<file path="config.mk">
export PLATFORM = sky130hd
export DESIGN_NAME = ysyx_23060286_ifu
export DESIGN_NICKNAME = d
export VERILOG_FILES = /design/src/rtl/ysyx_23060286_ifu.sv
export SDC_FILE = /design/constraint.sdc
export NUM_CORES = 1
export LEC_CHECK = 0
export CAP_MARGIN = 20
export CORE_MARGIN = 4
export CORE_UTILIZATION = 50
export CTS_CLUSTER_DIAMETER = 30
export DETAILED_ROUTE_END_ITERATION = 8
export GPL_ROUTABILITY_DRIVEN = 0
export PLACE_DENSITY = 0.82
export REMOVE_ABC_BUFFERS = 1
export SLEW_MARGIN = 30
export SYNTH_ARGS = -nofsm -noshare
export SYNTH_HDL_FRONTEND = slang
export SYNTH_SLANG_ARGS = --single-unit
</file>
<file path="constraint.sdc">
create_clock -name clk -period 2.49 [get_ports clk]
set_input_delay 0.498 -clock clk [delete_from_list [all_inputs] [get_ports clk]]
set_output_delay 0.498 -clock clk [all_outputs]
set_load 0.02 [all_outputs]
</file>
<file path="src/rtl/ysyx_23060286_ifu.sv">
// Instruction fetch unit: one outstanding fetch at a time, redirect with stale-response drop.
// Optional macro YSYX_23060286_IFU_MISALIGN_EN enables the misaligned-redirect FAULT state.
module ysyx_23060286_ifu #(
    parameter logic [31:0] RESET_PC = 32'h8000_0000
) (
    input  logic        clk,
    input  logic        rst_n,
    output logic        mem_req_valid,
    input  logic        mem_req_ready,
    output logic [31:0] mem_req_addr,
    input  logic        mem_resp_valid,
    input  logic [31:0] mem_resp_data,
    output logic        out_valid,
    input  logic        out_ready,
    output logic [31:0] out_inst,
    output logic [31:0] out_pc,
    input  logic        redirect_valid,
    input  logic [31:0] redirect_pc,
    output logic        misalign_fault
);
    localparam int unsigned XLEN = 32;

    typedef enum logic [2:0] {
        S_IDLE,
        S_REQ,
        S_WAIT,
        S_OUT,
        S_FAULT
    } state_t;

    state_t            state;
    logic [XLEN-1:0]   pc;
    logic              drop;
    logic              req_fire;
    logic              redirect_bad;
    logic              kill_pending;
    logic [XLEN-1:0]   redirect_tgt;
    logic [XLEN-1:0]   pc_seq;

    assign req_fire     = mem_req_valid & mem_req_ready;
    assign redirect_tgt = {redirect_pc[XLEN-1:2], 2'b00};
    assign pc_seq       = pc + XLEN'(4);

`ifdef YSYX_23060286_IFU_MISALIGN_EN
    assign redirect_bad = (redirect_pc[1:0] != 2'b00);
`else
    logic unused_lsb;
    assign redirect_bad = 1'b0;
    assign unused_lsb   = ^redirect_pc[1:0];
`endif

    // A request accepted by memory whose response has not been seen yet must be discarded
    assign kill_pending = ((state == S_REQ) && req_fire) ||
                          ((state == S_WAIT) && !mem_resp_valid);

    always_ff @(posedge clk or negedge rst_n) begin
        if (!rst_n) begin
            state          <= S_IDLE;
            pc             <= RESET_PC;
            drop           <= 1'b0;
            mem_req_valid  <= 1'b0;
            mem_req_addr   <= RESET_PC;
            out_valid      <= 1'b0;
            out_inst       <= '0;
            out_pc         <= '0;
            misalign_fault <= 1'b0;
        end else if (redirect_valid && (state != S_FAULT)) begin
            if (redirect_bad) begin
                state          <= S_FAULT;
                drop           <= 1'b0;
                mem_req_valid  <= 1'b0;
                out_valid      <= 1'b0;
                misalign_fault <= 1'b1;
            end else begin
                pc        <= redirect_tgt;
                out_valid <= 1'b0;
                if (kill_pending) begin
                    state         <= S_WAIT;
                    drop          <= 1'b1;
                    mem_req_valid <= 1'b0;
                end else begin
                    state         <= S_REQ;
                    drop          <= 1'b0;
                    mem_req_valid <= 1'b1;
                    mem_req_addr  <= redirect_tgt;
                end
            end
        end else begin
            case (state)
                S_IDLE: begin
                    state         <= S_REQ;
                    mem_req_valid <= 1'b1;
                    mem_req_addr  <= pc;
                end
                S_REQ: begin
                    if (req_fire) begin
                        state         <= S_WAIT;
                        mem_req_valid <= 1'b0;
                    end
                end
                S_WAIT: begin
                    if (mem_resp_valid) begin
                        if (drop) begin
                            drop          <= 1'b0;
                            state         <= S_REQ;
                            mem_req_valid <= 1'b1;
                            mem_req_addr  <= pc;
                        end else begin
                            state     <= S_OUT;
                            out_valid <= 1'b1;
                            out_inst  <= mem_resp_data;
                            out_pc    <= pc;
                        end
                    end
                end
                S_OUT: begin
                    if (out_ready) begin
                        state         <= S_REQ;
                        out_valid     <= 1'b0;
                        pc            <= pc_seq;
                        mem_req_valid <= 1'b1;
                        mem_req_addr  <= pc_seq;
                    end
                end
                S_FAULT: begin
                    if (redirect_valid && !redirect_bad) begin
                        state          <= S_REQ;
                        pc             <= redirect_tgt;
                        misalign_fault <= 1'b0;
                        mem_req_valid  <= 1'b1;
                        mem_req_addr   <= redirect_tgt;
                    end
                end
                default: state <= S_IDLE;
            endcase
        end
    end
endmodule

</file>
== After elaboration in Yosys (flattened, before gate mapping) ==
Cells that the tools add are included.

* Add/subtract/negate cells: 1
* Equal/unequal tests: 12
* Multiplexer cells: 34
* Bitwise operators: 3
* Reductions and logical operators: 19

{| class="wikitable"
|+ Operators with widths
! cell !! count
|-
| $mux 32 || 7
|-
| $pmux 32 s4 || 1
|-
| $pmux 32 s2 || 1
|-
| $add 32x3->32 const B || 1
|-
| $mux 1 || 15
|-
| $mux 3 || 5
|-
| $pmux 3 s5 || 1
|-
| $ne 3x2->1 const B || 4
|-
| $reduce_and 4->1 || 3
|-
| $reduce_and 6->1 || 2
|-
| $ne 3x3->1 const B || 3
|-
| $eq 3x2->1 const B || 2
|-
| $reduce_bool 3->1 || 2
|-
| $reduce_bool 6->1 || 1
|-
| $pmux 1 s5 || 1
|-
| $reduce_bool 5->1 || 1
|-
| $mux 2 || 2
|-
| $reduce_bool 2->1 || 2
|-
| $eq 3x1->1 const B || 1
|-
| $eq 3x3->1 const B || 1
|-
| $logic_and 1x1->1 || 3
|-
| $logic_not 3->1 || 1
|-
| $reduce_and 3->1 || 1
|-
| $ne 2x2->1 const B || 1
|-
| 6 further kinds || 7
|}

* Bits in registers: 134
* Bits of input ports: 70
* Output and inout port bits: 99
* Word-level logic and storage cells: 77

== Depth between registers and ports, before layout ==
* Word-level depth: 5
* Mapped depth: 8
* Mapped depth without buffers: 7

== Worst setup path before layout ==
OpenSTA, ideal clock, no wires.

* Path type: flip-flop to flip-flop
* Start point: register state[0]
* End point: register mem_req_addr[30]
* Library setup time: 142 ps
* Arrival time: 1817 ps
* Required time: 2348 ps
* Slack: 531 ps
* Cell stages (with the launch flop): 8
* Buffers on the path: 1
* Clock period less this slack: 1959 ps
* Cells stage by stage: dfrtp_1 inv_1 ha_1 nand2b_1 and4_1 o21ai_1 clkbuf_1 o221ai_1

* Longest elaborated chain between the ends: 5
* Elaborated cells between the ends (all ways): 19
* Classes of those cells: eq/ne: 10; mux: 2; reduce/logical: 7

{| class="wikitable"
|+ RTL lines
! element !! RTL line !! RTL
|-
| start: declaration || 31 || <nowiki>state_t state;</nowiki>
|-
| start signal: assignment || 58 || <nowiki>state <= S_IDLE;</nowiki>
|-
| start signal: assignment || 69 || <nowiki>state <= S_FAULT;</nowiki>
|-
| start signal: assignment || 78 || <nowiki>state <= S_WAIT;</nowiki>
|-
| $eq 3x1->1 or $eq 3x2->1 (tied branches) || 53, 54, 89 ||
|-
| $logic_and 1x1->1 (on tied branches) || 53, 54 ||
|-
| $logic_or 1x1->1 || 53 || <nowiki>assign kill_pending = ((state == S_REQ) && req_fire) ||</nowiki>
|-
| $ne 2x2->1 (no line) || -- ||
|-
| $reduce_and 6->1 (no line) || -- ||
|-
| end signal: assignment || 85 || <nowiki>mem_req_addr <= redirect_tgt;</nowiki>
|-
| end signal: assignment || 93 || <nowiki>mem_req_addr <= pc;</nowiki>
|-
| end signal: assignment || 107 || <nowiki>mem_req_addr <= pc;</nowiki>
|-
| end: declaration || 10 || <nowiki>output logic [31:0] mem_req_addr,</nowiki>
|}

Several ways; a longest one is shown, not always the timed one.
A chain may end at the register's enable or synchronous reset.

== Final worst setup path ==
* Start point: register state[0]
* End point: register mem_req_addr[27]

Same word-level chain as after synthesis.

==> flow_summary.json <==
{
  "fin_util_pct": 70.8,
  "crit_family": "simple AND/OR/NAND/NOR gates",
  "cts-htree-levels": 4,
  "syn_area_per_cell_um2": 11.0,
  "grt_util_met1_pct": 30.4,
  "fill_cells": 931,
  "cts_tree": "built",
  "die_h_um": 123,
  "grt_overflow": 0,
  "synth_edf_count": 0,
  "area_delta_synth_final_pct": 36.9,
  "drt_iter0_markers": 372,
  "cts-hold-fix-buffers": 0,
  "syn_area_um2": 6630,
  "hpwlAfterDp_mm": 13.2,
  "final_hold_viol_count": 0,
  "setup_viol": 0,
  "critPathBufInv": 0,
  "crit_slowest_cell": "nor2_1",
  "cts_buffer_depth": 2,
  "use_met3_pct": 10.8,
  "ys_warn_count": 0,
  "final.setup_skew_ps": 6.95,
  "startpoint_type": "flip-flop",
  "multi_input_area_um2": 3190,
  "core-area_um2": 12800,
  "post_cts_buffers": 0,
  "critPathMaxFanout": 8,
  "drtPass1Iterations": 5,
  "initial_core_util_pct": 51.7,
  "cts_resized": 0,
  "layout_min_cycle_time_ps": 2240,
  "cts_buffers": 17,
  "fin_crit_sh_pct": 90.0,
  "detail_route.wl_per_cell_um": 19.0,
  "cts.sinks": 128,
  "drc_errors": 0,
  "finalSetupTns_ps": 0,
  "ys_ff_latch": 128,
  "grt_first_pass_wirelength_mm": 29.2,
  "clk_transition_reported_paths_ps": 60,
  "rsz0062_at_grt": "no",
  "synth_mux_area_share_pct": 15.0,
  "via_per_inst": 5.73,
  "max_cap_violations": 0,
  "timing.fmax_ghz": 0.446,
  "tightest_slew_ps": 671,
  "syn_inst": 603,
  "synthTopCellsByArea": "dfrtp_1 48%, mux2_2 12%, xor2_1 4.6%",
  "clk_latency_ps": 420,
  "synth_largest_area_cell": "dfrtp_1",
  "cp.required_ps": 2840,
  "crit_path_cell_trace": "ha_1, nand4_1, nor2_1, nand3_1, xor2_1, a21oi_1",
  "holdCritPathClass": "primary input to asynchronous set/reset pin",
  "grt_use_total_pct": 24.9,
  "relSlewSlack_pct": 55.2,
  "synth_top_family_by_area": "simple AND/OR/NAND/NOR gates",
  "maxSlewViolCount": 0,
  "vias": 5457,
  "ys_types": 58,
  "ioPinCount": 169,
  "totalWireLength_mm": 18.1,
  "synth-seq-area-share_pct": 48.3,
  "synth-xor-area-share_pct": 6.60,
  "portBuffers": 163,
  "ir_drop_uv": 885,
  "path_class": "flip-flop to flip-flop",
  "ant_nets": 0,
  "cellLeakagePower_nw": 3.77,
  "grt_max_degree": 48,
  "fp-row-count": 41,
  "root_buffer": "clkbuf_16",
  "die_area_um2": 15200,
  "grt_pass1_vias": 5819,
  "synth-main-ff-cell": "dfrtp_1",
  "arrival_ps": 2590,
  "synth_top_cell_area_share_pct": 47.5,
  "busiest_layer": "met2",
  "grt_use_met2_pct": 38.8,
  "synth_compound_gate_area_share_pct": 8.21,
  "outcome": "complete, no violations",
  "yosys.area_share.simple_pct": 16.7,
  "layout-drive-gt1-share_pct": 19.0,
  "diodes": 0,
  "fin_nets": 845,
  "ys_async_sr_fraction_pct": 100,
  "regArea_um2": 3210,
  "synth_fa_ha_area_share_pct": 1.32,
  "p_per_area_nw_per_um2": 1200,
  "max_stage_delay_ps": 560,
  "endpoint_kind": "flip-flop",
  "dieWidth_um": 123,
  "antenna_found_initial": 0
}
## cell usage in the layout (no fill, tap or decap), types with 9 or more instances in the layout
master / n
clkbuf_16: 17
xnor2_1: 15
dfrtp_1: 126
clkdlybuf4s50_1: 161
nand2_1: 52
nand2b_1: 16
nand4_1: 17
mux2_2: 73
nand3_1: 24
mux2i_1: 17
a21oi_1: 19
o21ai_0: 29
nor3_1: 9
nor2_1: 28
xor2_1: 35
buf_4: 20
## state kept, by name, indices dropped and copies added, names as in the netlist
register and flops:
mem_req_addr 31, out_pc 30, out_valid 1, mem_req_valid 1, pc 30, out_inst 32
state 2, drop 1
## report_power, final
group          leakage, nW  switching (mW)  total (mW)  internal (mW)
logic                 1.96            2.50        4.92           2.42
registers             1.53           0.599        3.53           2.93
clock network        0.282           0.871        2.42           1.54
## metal layers
layer  wire (µm)  vias up  part of all wire (%)
li1            -     2466                     -
met1        7240     2708                    40
met2        8680      242                    48
met3        1850       41                    10
met4         364        0                   2.0
met5           0        -                     0
## Yosys cell counts (7+ instances only)
library cell  count
a21oi_1          19
buf_2            20
buf_4             7
clkbuf_1         12
dfrtp_1         126
ha_1              7
inv_1             7
mux2_2           73
mux2i_1          17
nand2_1          52
nand2b_1         16
nand3_1          24
nand4_1          17
nor2_1           28
nor3_1            9
o21ai_0          29
xnor2_1          15
xor2_1           35
## per-stage QoR
step	cell area, µm²	hold slack [ps]	worst slack (ps)	cells	power [mW]
5_1_grt	9080	85.0	57.9	953	11.4
2_1_floorplan	6420	202	-1210	562	5.96
6_report	9080	53.7	249	953	10.9
3_5_place_dp	8510	471	96.8	921	8.46
4_1_cts	9080	67.4	244	953	10.9
3_3_place_gp	8510	471	170	921	8.29
## cell families (layout without fill, tap and decap cells)
kind of cell,count (synthesis),after routing
AND/OR/NAND/NOR,189,189
flip-flops,128,128
multiplexers,90,90
AO/OA/AOI/OAI,87,87
buffers and inverters,51,227
XOR/XNOR,50,50
adder cells (fa/ha/maj),7,7
other,1,3
## worst paths after layout
check | from | to | slack (ps) | cells past startpoint
hold reg to reg | mem_req_addr[3]$_DFFE_PN0P_ | mem_req_addr[3]$_DFFE_PN0P_ | 480 | 2
hold / removal | rst_n | out_inst[27]$_DFFE_PN0P_ | 50 | 1
setup / recovery | state[0]$_DFFE_PN0P_ | mem_req_addr[27]$_DFFE_PN0P_ | 250 | 6
setup reg to reg | state[0]$_DFFE_PN0P_ | mem_req_addr[27]$_DFFE_PN0P_ | 250 | 6
max in group asynchronous | rst_n | mem_req_addr[31]$_DFFE_PN1P_ | 1760 | 2
min in group clk | mem_req_addr[3]$_DFFE_PN0P_ | mem_req_addr[3]$_DFFE_PN0P_ | 480 | 2
## final cells by class
class,count,area share (%)
Sequential cell,128,35.3
Clock buffer,26,5.39
Multi-Input combinational cell,426,35.2
Inverter,8,0.331
Tap cell,172,2.37
Clock inverter,6,0.882
Timing Repair Buffer,187,20.6
Power figures use the tool's default switching activity.
